--- src/rtl/dense_cmd_encoder.sv ---
// dense_cmd_encoder: captures one dense-layer command and serialises it into a 32-bit word stream.
// Define DENSE_ENC_CHECKSUM_EN to append an XOR trailer word and set header bit 22.
module dense_cmd_encoder #(
    parameter int unsigned size            = 3,
    parameter int unsigned data_size       = 16,
    parameter int unsigned cost_type_size  = 8,
    parameter int unsigned dense_type_size = 4,
    parameter int unsigned act_type_size   = 4
) (
    input  logic                        clk,
    input  logic                        rst_n,
    input  logic                        cmd_valid,
    output logic                        cmd_ready,
    input  logic [act_type_size-1:0]    act_type,
    input  logic [dense_type_size-1:0]  dense_type,
    input  logic [cost_type_size-1:0]   cost_type,
    input  logic                        is_update,
    input  logic                        load_w,
    input  logic                        backprop_cost,
    input  logic [31:0]                 w_layer_index,
    input  logic [31:0]                 w_row_index,
    input  logic [data_size*size-1:0]   w,
    input  logic [data_size*size-1:0]   x,
    input  logic [data_size*size-1:0]   label,
    output logic [31:0]                 out_word,
    output logic                        out_valid,
    input  logic                        out_ready,
    output logic                        out_last,
    output logic                        busy
);

    localparam int unsigned cw = (size > 1) ? $clog2(size) : 1;
    localparam int unsigned vw = data_size * size;
`ifdef DENSE_ENC_CHECKSUM_EN
    localparam bit csum_en = 1'b1;
`else
    localparam bit csum_en = 1'b0;
`endif

    typedef enum logic [2:0] {StIdle, StHdr, StLidx, StRidx, StW, StX, StLbl, StCrc} state_e;

    state_e          state_q, nxt_state;
    logic [cw-1:0]   cnt_q, nxt_cnt, cnt_inc;
    logic [31:0]     csum_q, nxt_word, hdr;
    logic            nxt_valid, nxt_last, last_elem, go_x, go_lbl, go_end;
    logic            loadw_q, bpc_q;
    logic [31:0]     lidx_q, ridx_q;
    logic [vw-1:0]   w_q, x_q, lbl_q;

    function automatic logic [31:0] elem(input logic [vw-1:0] v, input logic [cw-1:0] i);
        return 32'(v[int'(i)*data_size +: data_size]);
    endfunction

    assign hdr = {8'hA5, 1'b0, csum_en, 3'b000, backprop_cost, load_w, is_update,
                  8'(cost_type), 4'(dense_type), 4'(act_type)};

    assign cmd_ready = (state_q == StIdle);
    assign busy      = (state_q != StIdle);

    // Next word/state to present once the current word is handshaken.
    always_comb begin
        last_elem = (cnt_q == cw'(size - 1));
        cnt_inc   = cnt_q + 1'b1;
        go_x      = 1'b0;
        go_lbl    = 1'b0;
        go_end    = 1'b0;
        nxt_state = state_q;
        nxt_cnt   = cnt_inc;
        nxt_word  = 32'd0;
        nxt_valid = 1'b1;
        nxt_last  = 1'b0;
        case (state_q)
            StHdr: begin
                if (loadw_q) begin
                    nxt_state = StLidx;
                    nxt_word  = lidx_q;
                end else begin
                    go_x = 1'b1;
                end
            end
            StLidx: begin
                nxt_state = StRidx;
                nxt_word  = ridx_q;
            end
            StRidx: begin
                nxt_state = StW;
                nxt_cnt   = '0;
                nxt_word  = elem(w_q, '0);
            end
            StW: begin
                if (!last_elem) nxt_word = elem(w_q, cnt_inc);
                else            go_x = 1'b1;
            end
            StX: begin
                if (!last_elem) begin
                    nxt_word = elem(x_q, cnt_inc);
                    nxt_last = !csum_en && !bpc_q && (cnt_inc == cw'(size - 1));
                end else if (bpc_q) begin
                    go_lbl = 1'b1;
                end else begin
                    go_end = 1'b1;
                end
            end
            StLbl: begin
                if (!last_elem) begin
                    nxt_word = elem(lbl_q, cnt_inc);
                    nxt_last = !csum_en && (cnt_inc == cw'(size - 1));
                end else begin
                    go_end = 1'b1;
                end
            end
            default: go_end = 1'b1;
        endcase
        if (go_x) begin
            nxt_state = StX;
            nxt_cnt   = '0;
            nxt_word  = elem(x_q, '0);
            nxt_last  = !csum_en && !bpc_q && (size == 1);
        end
        if (go_lbl) begin
            nxt_state = StLbl;
            nxt_cnt   = '0;
            nxt_word  = elem(lbl_q, '0);
            nxt_last  = !csum_en && (size == 1);
        end
        if (go_end) begin
            nxt_cnt = '0;
            if (csum_en && state_q != StCrc) begin
                nxt_state = StCrc;
                nxt_word  = csum_q;
                nxt_last  = 1'b1;
            end else begin
                nxt_state = StIdle;
                nxt_valid = 1'b0;
            end
        end
    end

    always_ff @(posedge clk or negedge rst_n) begin
        if (!rst_n) begin
            state_q   <= StIdle;
            cnt_q     <= '0;
            csum_q    <= '0;
            out_word  <= '0;
            out_valid <= 1'b0;
            out_last  <= 1'b0;
            loadw_q   <= 1'b0;
            bpc_q     <= 1'b0;
            lidx_q    <= '0;
            ridx_q    <= '0;
            w_q       <= '0;
            x_q       <= '0;
            lbl_q     <= '0;
        end else if (state_q == StIdle) begin
            if (cmd_valid) begin
                state_q   <= StHdr;
                cnt_q     <= '0;
                csum_q    <= hdr;
                out_word  <= hdr;
                out_valid <= 1'b1;
                out_last  <= 1'b0;
                loadw_q   <= load_w;
                bpc_q     <= backprop_cost;
                lidx_q    <= w_layer_index;
                ridx_q    <= w_row_index;
                w_q       <= w;
                x_q       <= x;
                lbl_q     <= label;
            end
        end else if (out_valid && out_ready) begin
            state_q   <= nxt_state;
            cnt_q     <= nxt_cnt;
            csum_q    <= csum_q ^ nxt_word;
            out_word  <= nxt_word;
            out_valid <= nxt_valid;
            out_last  <= nxt_last;
        end
    end

endmodule
--- config.mk ---
export PLATFORM = sky130hd
export DESIGN_NAME = dense_cmd_encoder
export DESIGN_NICKNAME = d
export VERILOG_FILES = /design/src/rtl/dense_cmd_encoder.sv
export SDC_FILE = /design/constraint.sdc
export NUM_CORES = 1
export LEC_CHECK = 0
export ABC_AREA = 1
export CAP_MARGIN = 10
export CORE_MARGIN = 4
export CORE_UTILIZATION = 48
export CTS_BUF_LIST = sky130_fd_sc_hd__clkbuf_4
export CTS_CLUSTER_SIZE = 16
export DETAILED_ROUTE_END_ITERATION = 8
export PLACE_DENSITY = 0.8
export SLEW_MARGIN = 20
export SYNTH_ARGS = -nofsm -noshare
export SYNTH_HDL_FRONTEND = slang
export SYNTH_SLANG_ARGS = --single-unit
--- constraint.sdc ---
create_clock -name clk -period 2.17 [get_ports clk]
set_clock_uncertainty 0.1 [all_clocks]
set_input_delay 0.217 -clock clk [delete_from_list [all_inputs] [get_ports clk]]
set_output_delay 0.217 -clock clk [all_outputs]
set_load 0.005 [all_outputs]
# Word-level counts from Yosys, hierarchy flattened
# Index checks and enable logic that the tools add are counted.
[op_classes]
eq_ne = 10
n_reduce_logical = 11
addsub = 1
shift = 3
muxes = 46
[op_table]
columns = ["operator", "n"]
rows = [
  ["$mux W32", 6],
  ["$pmux W32 S6", 1],
  ["$shiftx A48 B7 Y16", 3],
  ["$mux W16", 3],
  ["$mux W3", 7],
  ["$mux W1", 18],
  ["$mux W2", 7],
  ["$eq A3 B3 Y1 const B", 3],
  ["$pmux W3 S3", 1],
  ["$reduce_bool A7 Y1", 1],
  ["$eq A3 B2 Y1 const B", 2],
  ["$ne A6 B6 Y1 const B", 1],
  ["$eq A2 B2 Y1 const B", 2],
  ["$pmux W1 S2", 2],
  ["$reduce_and A2 Y1", 2],
  ["$reduce_and A4 Y1", 1],
  ["$reduce_or A4 Y1", 1],
  ["$eq A3 B1 Y1 const B", 1],
  ["$logic_not A3 Y1", 1],
  ["$pmux W1 S3", 1],
  ["$reduce_bool A3 Y1", 1],
  ["$add A2 B1 Y2 const B", 1],
  ["$logic_and A1 B1 Y1", 2],
  ["$ne A2 B2 Y1 const B", 1],
  ["2 further kinds", 2],
]
[word_totals]
out_inout_bits = 36
ff_bits = 249
elab_cells = 83
inputBits = 231

# Logic depth before layout (Yosys ltp)
# Gate-level depths: netlist of the first run.
[logic_depth]
depth_word = 9
mapped_depth = 16
depth_no_buf = 13

# Worst setup path after synthesis of the first run
# OpenSTA, ideal clock, no wires.
[synth_path]
kind = "register -> register"
startpoint = "reg cnt_q[0]"
endpoint = "reg out_word[11]"
path_buffers = 3
arrival_time_ns = 2.045
t_required_ns = 2.005
setup_slack_ns = -0.040
synth_period_minus_slack_ns = 2.210
setup_time_ns = 0.065
stages_incl_launch_ff = 17
cell_sequence = "dfrtp_1 -> inv_2 -> clkbuf_1 -> ha_1 -> nor2_2 -> buf_2 -> buf_4 -> nand2_1 -> nand2_1 -> nand2_1 -> nand3_1 -> nand2_1 -> nand3_1 -> nand2_1 -> nand2_1 -> nand2_1 -> nand2_1"
[synth_via]
elab_chain_cells = 8
elab_cells_between_ends = 17
classes_between = "1 x add/sub; 1 x eq/ne; 3 x shift; 12 x mux"
[synth_lines]
columns = ["element", "line", "source"]
rows = [
  ["from (decl)", "43", "logic [cw-1:0] cnt_q, nxt_cnt, cnt_inc;"],
  ["from (signal assigned)", "172", "cnt_q <= nxt_cnt;"],
  ["$add A2 B1 Y2", "63", "cnt_inc = cnt_q + 1'b1;"],
  ["$shiftx A48 B7 Y16", "51", "return 32'(v[int'(i)*data_size +: data_size]);"],
  ["$mux W16, on equally long branches", "105, 91, 95", ""],
  ["$pmux W32 S6", "72", "case (state_q)"],
  ["$mux W32", "114", "if (go_x) begin"],
  ["$mux W32 *", "120", "if (go_lbl) begin"],
  ["$mux W32 *", "170", "end else if (out_valid && out_ready) begin"],
  ["$mux W32 *", "154", "end else if (state_q == StIdle) begin"],
  ["to (signal assigned)", "159", "out_word <= hdr;"],
  ["to (signal assigned)", "174", "out_word <= nxt_word;"],
  ["to (decl)", "25", "output logic [31:0] out_word,"],
]
# Mark *: on every way between the ends. The rest lies on a longest branch, timed or not. The select of a mux whose other input is x is not followed.
# A chain may end at the register's enable or synchronous reset.

# Worst setup path in the final report of the first run
[layout_path]
startpoint = "reg state_q[1]"
endpoint = "out cmd_ready"
[layout_via]
elab_chain_cells = 1
[layout_lines]
columns = ["element", "line", "source"]
rows = [
  ["from (decl)", "42", "state_e state_q, nxt_state;"],
  ["from (signal assigned)", "141", "state_q <= StIdle;"],
  ["from (signal assigned)", "156", "state_q <= StHdr;"],
  ["from (signal assigned)", "171", "state_q <= nxt_state;"],
  ["$logic_not A3 Y1", "57", "assign cmd_ready = (state_q == StIdle);"],
  ["to (decl)", "13", "output logic cmd_ready,"],
]
# Every way passes these cells.

==> results by group, run 1 <==
Power and ir drop
  • Pleak: 8.457 nW
  • Overall Power: 9.736 mW
  • Logic pwr share: 6.0%
  • NetSw: 2.143 mW
  • Sw frac: 22.01%
  • Clock Power Share: 46.3%
  • Peak VDD IR: 496.9 µV
  • Power Density: 594.4 nW/µm²
  • Internal power: 7.593 mW
  • Share of power burned in registers: 47.7%

Route
  • Wire per inst: 19.07 µm
  • DR vias: 11,230
  • DRT iter0 DRCs: 1,216
  • Final WL: 40,050 µm
  • DRC Markers: 0
  • Pre-antenna DRT Iters: 6
  • Routed Antenna Nets: 0
  • DR vias/cell: 5.346

Timing
  • RSZ-0062 raised after global routing: true
  • Tmin final: 2.138 ns
  • Setup ws final: 0.03240 ns
  • Setup TNS: 0 ns
  • Slew Limit Fails: 0
  • Fmax: 467.8 MHz
  • Final period util: 98.51%
  • Final setup fails: 0
  • Max_slew headroom: 66.70%
  • Slew @ Worst Pin: 0.4989 ns
  • Fin. Hold Viols: 0

Placement
  • DP Worst Slack: 0.07379 ns
  • Gpl congestion: 0.9475
  • Dpl hpwl: 28,280 µm
  • I/O Buffers: 266

Global route
  • Tot GR Track Use: 27.21%
  • Gr ovfl total: 0
  • First-pass GRT wire length: 59,970 µm
  • Largest net degree at the start of global routing: 103
  • Initial antenna violation count: 2
  • Via count of the first global-routing pass: 11,060

Synthesis
  • Mapped Nets: 1,641
  • Number of library cell types mapped by synthesis: 36
  • Synth Flop Type: dfrtp_1
  • Number of synthesized register bits: 249
  • Syn. warnings: 0
  • Synth top area cells: dfrtp_1 52%, nand2_1 12%, mux2_2 7.8%
  • Share of the synthesized area in the top cell type: 51.83%
  • Number of flops mapped to enable cells by yosys: 0
  • Gate count of the mapped netlist: 1,408
  • Async SR Flop Fraction: 100.0%
  • Mapped Area: 12,020 µm²
  • Syn Area/Cell: 8.539 µm²
  • Sequential area share after synthesis: 51.83%
  • Synth area leader: dfrtp_1

Hold path
  • Hold Path Class: input pin to flip-flop

Clocking
  • Worst skew pair latency: 0.67 ns
  • Clk slew on worst S/H paths: 0.06 ns
  • Total clock buffers created by CTS: 69
  • Largest buffer count on any clock path: 3
  • CTS tree: done
  • Htree depth: 3
  • Root Buffer: clkbuf_4
  • Sink Count: 249

Final layout
  • Layout cell share with drive strength beyond 1: 16.47%
  • Final Net Count: 1,959
  • Final core occ: 66.95%
  • Area delta synth->final: 36.23%

Worst setup path
  • Slowest stage delay, CP: 0.43 ns
  • Critical Path, Cell by Cell: nor2_4, inv_2, nor2_8, buf_6, dlygate4sd2_1
  • CP max stage cell: dfrtp_2
  • Crit Path Max Fanout: 3
  • Critical path required time: 1.85 ns
  • Worst Setup Start Kind: flip-flop
  • CP Capture Type: output pin
  • Critical path class: flip-flop to output pin
  • Worst EP arrival: 1.82 ns

Floorplan
  • Rows: 57
  • Num ports: 267
  • Die height: 166.3 µm
  • Die area: 27,640 µm²
  • Core area: 24,460 µm²
  • Initial Util: 49.15%
  • Die width: 166.3 µm

Flow run
  • Max Cap Viol: 0

Status
  • Status: completed
[synth_stat cells (2+ instances only)]
cell,count
inv_2,6
a21oi_1,138
mux2_1,17
nand2_1,391
a21oi_2,3
nor2_4,2
nand3_1,71
o22ai_1,21
buf_2,26
nor2_1,163
clkinv_1,2
buf_4,17
inv_1,123
o21ai_0,33
nor2_2,3
clkbuf_8,7
mux2_2,83
clkbuf_1,24
dfrtp_1,249
o211ai_1,2
buf_6,3
nand2_2,3
nand3_2,3
o22a_1,2
ha_1,2
buf_1,4
[timing repair]
item	4_1_cts	5_1_grt
buffers inserted	3	7
pin swaps	1	5
hold buffers	11	0
resized for setup	6	31
hold endpoints to repair	258	0
setup endpoints to repair	2	23
gates cloned	0	6
[power by group through the flow]
stage | clock [mW] | combinational [mW] | sequential, mW
after floorplan | 0 | 0.00409 | 4.73
after global placement | 0 | 0.561 | 4.73
after detailed placement | 0 | 0.563 | 4.73
after CTS | 4.59 | 0.590 | 4.64
after global routing | 4.84 | 0.623 | 4.64
final | 4.51 | 0.584 | 4.64
[stage by stage]
stage	cell area, µm²	instances	hold slack [ns]
floorplan	12020	1408	-0.1786
global placement	15020	1952	0.07108
detailed placement	15020	1952	0.07801
CTS	16100	2084	0.0003596
global route	16380	2099	0.02204
finish	16380	2100	0.03385
[worst max-delay path, delay by kind of cell, from the launching register on]
kind	cells	cell delay (ns)
buf+inv	3	0.46
simple gates	2	0.27
flops	1	0.43
[flip-flops by register name, indices dropped and copies added, names as in the netlist, 2 cells and up]
name      flops
w_q          48
lidx_q       32
x_q          48
cnt_q         2
ridx_q       32
state_q       3
lbl_q        48
out_word     32
[placed cells by master, fill, tap and decap left out, types with 2 or more instances in the layout]
cell	Yosys	routed
nand2_1	391	386
clkdlybuf4s50_1	0	263
dfrtp_1	249	247
nor2_1	163	162
a21oi_1	138	128
inv_1	123	123
clkbuf_4	0	105
mux2_2	83	83
nand3_1	71	71
o21ai_0	33	33
buf_4	17	28
o22ai_1	21	21
mux2_1	17	17
a21oi_2	3	13
buf_12	0	12
dlygate4sd3_1	0	10
nand2_2	3	7
clkinv_1	2	7
inv_2	6	6
buf_6	3	6
diode_2	0	3
nor2_2	3	3
nor2_4	2	3
nand3_2	3	3
bufinv_16	0	3
clkbuf_16	0	3
o22a_1	2	2
inv_4	1	2
clkinvlp_4	0	2
o211ai_1	2	2
buf_8	0	2
dfrtp_2	0	2
[layer usage]
metal	share of wire, %	wire length, µm	global-route usage [%]
met3	11	4273	6.951
met5	0	0	0
met4	3.4	1372	9.534
met2	44	17710	40.25
met1	42	16700	39.22
[kinds of logic (layout without fill, tap and decap cells)]
kind of cell / count (synthesis) / in the layout / share of synthesized area, %
other: 0 / 3 / 0
AO/OA/AOI/OAI: 205 / 205 / 9.096
flip-flops: 249 / 249 / 51.83
adder cells (fa/ha/maj): 2 / 2 / 0.2081
buffers and inverters: 213 / 578 / 8.242
AND/OR/NAND/NOR: 639 / 639 / 21.26
multiplexers: 100 / 100 / 9.366
[path summary, 6_finish.rpt]
check | startpoint | endpoint | slack, ns | cells past startpoint
worst min register to register | out_word[21]$_DFFE_PN0P_ | out_word[21]$_DFFE_PN0P_ | 0.37 | 2
min in group asynchronous | rst_n | x_q[40]$_DFFE_PN0P_ | 0.09 | 3
max in group asynchronous | rst_n | state_q[0]$_DFFE_PN0P_ | 1.53 | 3
worst max-delay path | state_q[1]$_DFFE_PN0P_ | cmd_ready | 0.03 | 5
worst max register to register | state_q[1]$_DFFE_PN0P_ | state_q[0]$_DFFE_PN0P_ | 0.07 | 11
worst min-delay path | x[26] | x_q[26]$_DFFE_PN0P_ | 0.03 | 3
[final cells by class]
class | instances | area [µm²]
clock buffer | 105 | 788.3
multi-input combinational | 946 | 4885
inverter | 132 | 514.2
sequential | 249 | 6233
timing repair inverter | 1 | 6.256
tap | 324 | 405.4
timing repair buffer | 327 | 3402
antenna | 3 | 7.507
fill | 1969 | 8084
clock inverter | 13 | 136.4
Note: power is estimated with default switching activity, not from simulation.
==> run 2, diff against run 1 <==
--- a/config.mk
+++ b/config.mk
@@ -8,11 +8,11 @@
 export ABC_AREA = 1
 export CAP_MARGIN = 10
 export CORE_MARGIN = 4
-export CORE_UTILIZATION = 48
+export CORE_UTILIZATION = 53
 export CTS_BUF_LIST = sky130_fd_sc_hd__clkbuf_4
 export CTS_CLUSTER_SIZE = 16
 export DETAILED_ROUTE_END_ITERATION = 8
-export PLACE_DENSITY = 0.8
+export PLACE_DENSITY = 0.83
 export SLEW_MARGIN = 20
 export SYNTH_ARGS = -nofsm -noshare
 export SYNTH_HDL_FRONTEND = slang
==> constraint.sdc (replaced) <==
create_clock -name clk -period 2.3 [get_ports clk]
set_clock_uncertainty 0.1 [all_clocks]
set_input_delay 0.23 -clock clk [delete_from_list [all_inputs] [get_ports clk]]
set_output_delay 0.23 -clock clk [all_outputs]
set_load 0.005 [all_outputs]
==> run 2 against run 1 <==
Setup slack better by 0.10 ns. Combinational power is 8.7% lower. First-iteration DRC count is 12% lower. Critical path type is now flip-flop to flip-flop. Routed wire length is 5.0% lower. Die area is 9.0% lower. Critical path depth is 8 higher. Utilization is 4.6 points higher. Cell count is 3.9% lower. Register-to-register slack better by 0.07 ns. Critical endpoint is now out_word[10]$_DFFE_PN0P_. Non-clock buffer count is 25 lower. Total power is 11% lower.
==> results by group, run 2 (synthesis gave the netlist of run 1 again) <==
Status
  • Status: completed

Worst setup path
  • Worst Setup Start Kind: flip-flop
  • Critical path required time: 2.75 ns
  • Worst reg-to-reg setup slack: 0.14 ns
  • Critical Path, Cell by Cell: buf_4, inv_2, nor2_2, nand2_1, clkinvlp_4, nand2_1, nand3_1, nand2_1, nand3_1, nand2_1, nand2_1, nand2_1, nand2_1
  • Critical Path Stages: 13
  • Worst EP arrival: 2.61 ns
  • R2r endpoint: out_word[10]$_DFFE_PN0P_
  • Crit Path Max Fanout: 17
  • CP Capture Type: flip-flop
  • Worst Reg-to-Reg Cells: 13
  • CP top delay family: simple AND/OR/NAND/NOR gates
  • CP most frequent cell: nand2_1
  • Critical path class: flip-flop to flip-flop
  • CP max stage cell: dfrtp_2
  • RR Startpoint: state_q[1]$_DFFE_PN0P_
  • WP buf/inv: 3
  • Slowest stage delay, CP: 0.43 ns

Clocking
  • Htree depth: 3
  • Total clock buffers created by CTS: 66
  • Worst skew pair latency: 0.66 ns
  • CTS tree: done
  • Largest buffer count on any clock path: 3
  • Root Buffer: clkbuf_4
  • Clk slew on worst S/H paths: 0.07 ns
  • Sink Count: 249

Global route
  • Largest net degree at the start of global routing: 82
  • Via count of the first global-routing pass: 10,880
  • First-pass GRT wire length: 58,060 µm
  • Initial antenna violation count: 2
  • Gr ovfl total: 0
  • Tot GR Track Use: 29.83%

Timing
  • RSZ-0062 raised after global routing: false
  • Fin. Hold Viols: 0
  • Final setup fails: 0
  • Setup TNS: 0 ns
  • Final hold slack: 0.04215 ns
  • Tmin final: 2.164 ns
  • Final period util: 94.08%
  • Slew @ Worst Pin: 0.6304 ns
  • Slew Limit Fails: 0
  • Max_slew headroom: 57.81%
  • Fmax: 462.2 MHz

Route
  • Final WL: 38,060 µm
  • DRT iter0 DRCs: 1,065
  • DRC Markers: 0
  • DR vias: 11,050
  • DR vias/cell: 5.474
  • Pre-antenna DRT Iters: 6
  • Routed Antenna Nets: 0
  • Wire per inst: 18.85 µm

Final layout
  • Biggest regs: lbl_q x48, w_q x48, x_q x48
  • Layout cell share with drive strength beyond 1: 14.28%
  • Commonest non-fill, non-tap cells in the layout: 391 x nand2_1, 263 x clkdlybuf4s50_1, 246 x dfrtp_1
  • Area delta synth->final: 31.47%
  • Final Net Count: 1,933
  • Commonest non-fill, non-tap cell in the layout: nand2_1

Hold path
  • Hold Path Class: input pin to asynchronous set/reset pin

Placement
  • Dpl hpwl: 27,280 µm
  • Gpl congestion: 0.9089
  • I/O Buffers: 266

Power and ir drop
  • Power Density: 550.3 nW/µm²
  • Pleak: 8.218 nW
  • Peak VDD IR: 348.2 µV

Floorplan
  • Initial Util: 54.42%
  • Core area: 22,090 µm²
  • Die area: 25,160 µm²
  • Die height: 158.6 µm
  • Num ports: 267
  • Die width: 158.6 µm
  • Rows: 54

Flow run
  • Max Cap Viol: 0
==> run 2: cell types whose count changed in the layout (fill, tap and decap cells not counted), sizes merged <==
cell / previous run / this run
nor2: 169 / 172
clkdlybuf4s15: 1 / 0
bufinv: 3 / 2
buf: 49 / 36
clkbuf: 108 / 90
clkinv: 8 / 11
dlygate4sd3: 10 / 1
dlygate4sd2: 1 / 2
inv: 133 / 132
diode: 3 / 2
==> run 2: layer usage <==
| layer | global-route usage (%) | wire length [µm] | up-vias |
|---|---|---|---|
| met3 | 7.692 | 3961 | 92 |
| met1 | 42.59 | 16080 | 5228 |
| met4 | 11.21 | 1247 | 0 |
| met2 | 44.17 | 16770 | 632 |
| met5 | 0 | 0 | - |
| li1 | - | - | 5099 |
==> run 2: timing repair <==
action	4_1_cts	5_1_grt
setup endpoints to repair	18	18
gates cloned	2	1
resized for setup	10	11
pin swaps	2	1
hold buffers	2	0
hold endpoints to repair	249	0
buffers inserted	4	0
==> run 2: through the flow <==
stage	power [mW]	cells	setup WS, ns	area, µm²	utilization (%)
after global placement	4.988	1904	-0.2613	14870	67.32
final	8.698	2019	0.1362	15810	71.54
after global routing	9.046	2019	0.006673	15810	71.54
after detailed placement	4.990	1904	-0.2530	14870	67.32
after floorplan	4.466	1408	0.09045	12020	-
after CTS	8.782	2016	-0.004490	15750	71.28
==> run 2: layout make-up <==
cell class	instances	area (µm²)
fill	1696	6287
sequential	249	6235
multi-input combinational	949	4878
timing repair buffer	302	3045
clock buffer	90	675.6
inverter	132	504.2
tap	280	350.3
clock inverter	15	112.6
antenna	2	5.005
==> run 2: worst max path at each step <==
stage | from | to | slack [ns]
after detailed placement | cnt_q[0]$_DFFE_PN0P_ | out_word[11]$_DFFE_PN0P_ | -0.25
after floorplan | cnt_q[0]$_DFFE_PN0P_ | out_word[11]$_DFFE_PN0P_ | 0.09
after global placement | cnt_q[0]$_DFFE_PN0P_ | out_word[8]$_DFFE_PN0P_ | -0.26
final | state_q[1]$_DFFE_PN0P_ | out_word[10]$_DFFE_PN0P_ | 0.14
after global routing | state_q[1]$_DFFE_PN0P_ | out_word[4]$_DFFE_PN0P_ | 0.007
after CTS | cnt_q[0]$_DFFE_PN0P_ | out_word[4]$_DFFE_PN0P_ | -0.004
==> run 2: power breakdown <==
group / leakage (nW) / switching [mW] / internal, mW / total [mW]
registers: 2.90 / 0 / 4.38 / 4.38
clock network: 0.467 / 1.77 / 2.02 / 3.79
logic: 4.85 / 0.174 / 0.358 / 0.533
==> run 2: worst reg2reg max path, cell delays in order (launching register included) <==
cell and delay (ns):
dfrtp_2 0.43, buf_4 0.17, inv_2 0.06, nor2_2 0.05
nand2_1 0.13, clkinvlp_4 0.35, nand2_1 0.20, nand3_1 0.10
nand2_1 0.07, nand3_1 0.06, nand2_1 0.09, nand2_1 0.11
nand2_1 0.09, nand2_1 0.04
==> run 3, diff against run 2 <==
--- a/config.mk
+++ b/config.mk
@@ -13,6 +13,7 @@
 export CTS_CLUSTER_SIZE = 16
 export DETAILED_ROUTE_END_ITERATION = 8
 export PLACE_DENSITY = 0.83
+export REMOVE_ABC_BUFFERS = 1
 export SLEW_MARGIN = 20
 export SYNTH_ARGS = -nofsm -noshare
 export SYNTH_HDL_FRONTEND = slang
==> run 3 against run 2 <==
Critical path depth shrank 4. Total power is 2.6% higher. Cell count is 1.4% higher. Critical path type unchanged. Largest cell class unchanged.
==> results by group, run 3 (synthesis gave the netlist of run 1 again) <==
Status
  • Status: completed

Route
  • DR vias: 10,980
  • DR vias/cell: 5.363
  • Final WL: 35,250 µm
  • DRC Markers: 0
  • Pre-antenna DRT Iters: 6
  • Met2 WL post-DR: 17,130 µm
  • DRT iter0 DRCs: 791
  • Routed Antenna Nets: 0
  • DR top layer: met5
  • DR WL met3: 3022 µm
  • Wire length on met1: 13,580 µm
  • Wire per inst: 17.21 µm

Final layout
  • Commonest non-fill, non-tap cells in the layout: 390 x nand2_1, 263 x clkdlybuf4s50_1, 246 x dfrtp_1
  • Area delta synth->final: 32.55%
  • Commonest non-fill, non-tap cell in the layout: nand2_1
  • Final Net Count: 1,944
  • Biggest regs: lbl_q x48, w_q x48, x_q x48
  • Layout cell share with drive strength beyond 1: 14.64%

Hold path
  • Hold path depth: 3
  • Hold Path Class: input pin to flip-flop

Worst setup path
  • CP Capture Type: flip-flop
  • Critical path class: flip-flop to flip-flop
  • Critical path required time: 2.73 ns
  • Crit Path Max Fanout: 17
  • Worst EP arrival: 2.61 ns
  • CP max stage cell: dfrtp_2
  • Slowest stage delay, CP: 0.43 ns
  • Worst Reg-to-Reg Cells: 9
  • Worst Setup Start Kind: flip-flop
  • Critical Path, Cell by Cell: buf_4, nand3_1, nor2_4, buf_4, nor2_1, nand2_1, nor3_1, nand2_1, o21ai_0

Placement
  • Gpl congestion: 0.8771
  • Dpl hpwl: 23,630 µm
  • DP Worst Slack: 0.1989 ns
  • I/O Buffers: 266

Floorplan
  • Core area: 22,090 µm²
  • Die height: 158.6 µm
  • Initial Util: 54.42%
  • Num ports: 267
  • Rows: 54
  • Die width: 158.6 µm
  • Die area: 25,160 µm²

Clocking
  • Worst skew pair latency: 0.65 ns
  • Total clock buffers created by CTS: 68
  • Sink Count: 249
  • Htree depth: 3
  • Largest buffer count on any clock path: 3
  • Root Buffer: clkbuf_4
  • Clk slew on worst S/H paths: 0.07 ns
  • CTS tree: done

Global route
  • Initial antenna violation count: 5
  • Largest net degree at the start of global routing: 82
  • First-pass GRT wire length: 55,810 µm
  • Gr ovfl total: 0
  • Via count of the first global-routing pass: 11,330
  • Tot GR Track Use: 28.12%

Timing
  • Fin. Hold Viols: 0
  • Final period util: 94.70%
  • Slew Limit Fails: 0
  • Final setup fails: 0
  • Slew @ Worst Pin: 0.6600 ns
  • Fmax: 459.1 MHz
  • RSZ-0062 raised after global routing: false
  • Max_slew headroom: 56.00%
  • Setup TNS: 0 ns
  • Setup ws final: 0.1219 ns
  • Tmin final: 2.178 ns

Power and ir drop
  • Peak VDD IR: 304.1 µV
  • Power Density: 559.9 nW/µm²
  • Pleak: 8.329 nW
  • Overall Power: 8.923 mW

Flow run
  • Max Cap Viol: 0
run 3: changes by cell type in the layout (fill, tap and decap cells not counted), moves of 2 or more:
cell / before / now
nor2_4: 6 / 3
diode_2: 2 / 6
nor2_1: 161 / 163
clkinvlp_4: 2 / 0
clkinv_1: 11 / 21
nor2_2: 4 / 2
clkbuf_4: 90 / 97
dlygate4sd3_1: 1 / 5
buf_4: 26 / 35
run 3: through the flow:
step | hold WS (ns) | utilization, % | instance area, µm² | instances
after floorplan | -0.1656 | - | 11530 | 1327
after CTS | 0.01285 | 72.10 | 15930 | 2043
final | 0.05567 | 72.13 | 15940 | 2048
after global routing | 0.02370 | 72.11 | 15930 | 2046
after global placement | 0.1108 | 67.81 | 14980 | 1914
after detailed placement | 0.1143 | 67.81 | 14980 | 1914
run 3: timing repair:
action	4_1_cts	5_1_grt
resized for setup	3	1
setup endpoints to repair	2	18
hold endpoints to repair	252	0
pin swaps	1	0
setup buffers	3	0
hold buffers	6	0
run 3: path summary, 6_finish.rpt:
path | startpoint | endpoint | slack, ns
worst max-delay path | state_q[0]$_DFFE_PN0P_ | cnt_q[0]$_DFFE_PN0P_ | 0.12
worst min-delay path | w_row_index[15] | ridx_q[15]$_DFFE_PN0P_ | 0.06
worst max register to register | state_q[0]$_DFFE_PN0P_ | cnt_q[0]$_DFFE_PN0P_ | 0.12
worst min register to register | out_word[1]$_DFFE_PN0P_ | out_word[1]$_DFFE_PN0P_ | 0.37
max in group asynchronous | rst_n | x_q[25]$_DFFE_PN0P_ | 0.74
min in group asynchronous | rst_n | w_q[36]$_DFFE_PN0P_ | 0.53
run 3: worst max-delay path: cells and delay by family, from the launching register on:
kind,cells,cell delay [ns]
compound gates,1,0.09
simple gates,6,1.07
buf+inv,2,0.38
flops,1,0.43
run 3: layout make-up:
| class | count | area (µm²) |
|---|---|---|
| diodes | 6 | 15.01 |
| clock buffers | 97 | 728.2 |
| clock inverters | 24 | 143.9 |
| fillers | 1651 | 6157 |
| inverters | 132 | 498.0 |
| multi-input cells | 946 | 4825 |
| flip-flops and latches | 249 | 6235 |
| well taps | 280 | 350.3 |
| repair buffers | 314 | 3142 |
run 3: where the power goes:
part	internal (mW)	switching [mW]	total, mW	leakage, nW
sequential	4.38	0	4.38	2.90
combinational	0.359	0.164	0.522	4.92
clock	2.17	1.85	4.02	0.517
run 3: per-layer routing:
metal  track usage [%]  up-vias
met5                 0        -
met4             15.23        2
met3             5.328      123
met2             46.30      521
met1             35.15     5194
li1                  -     5144
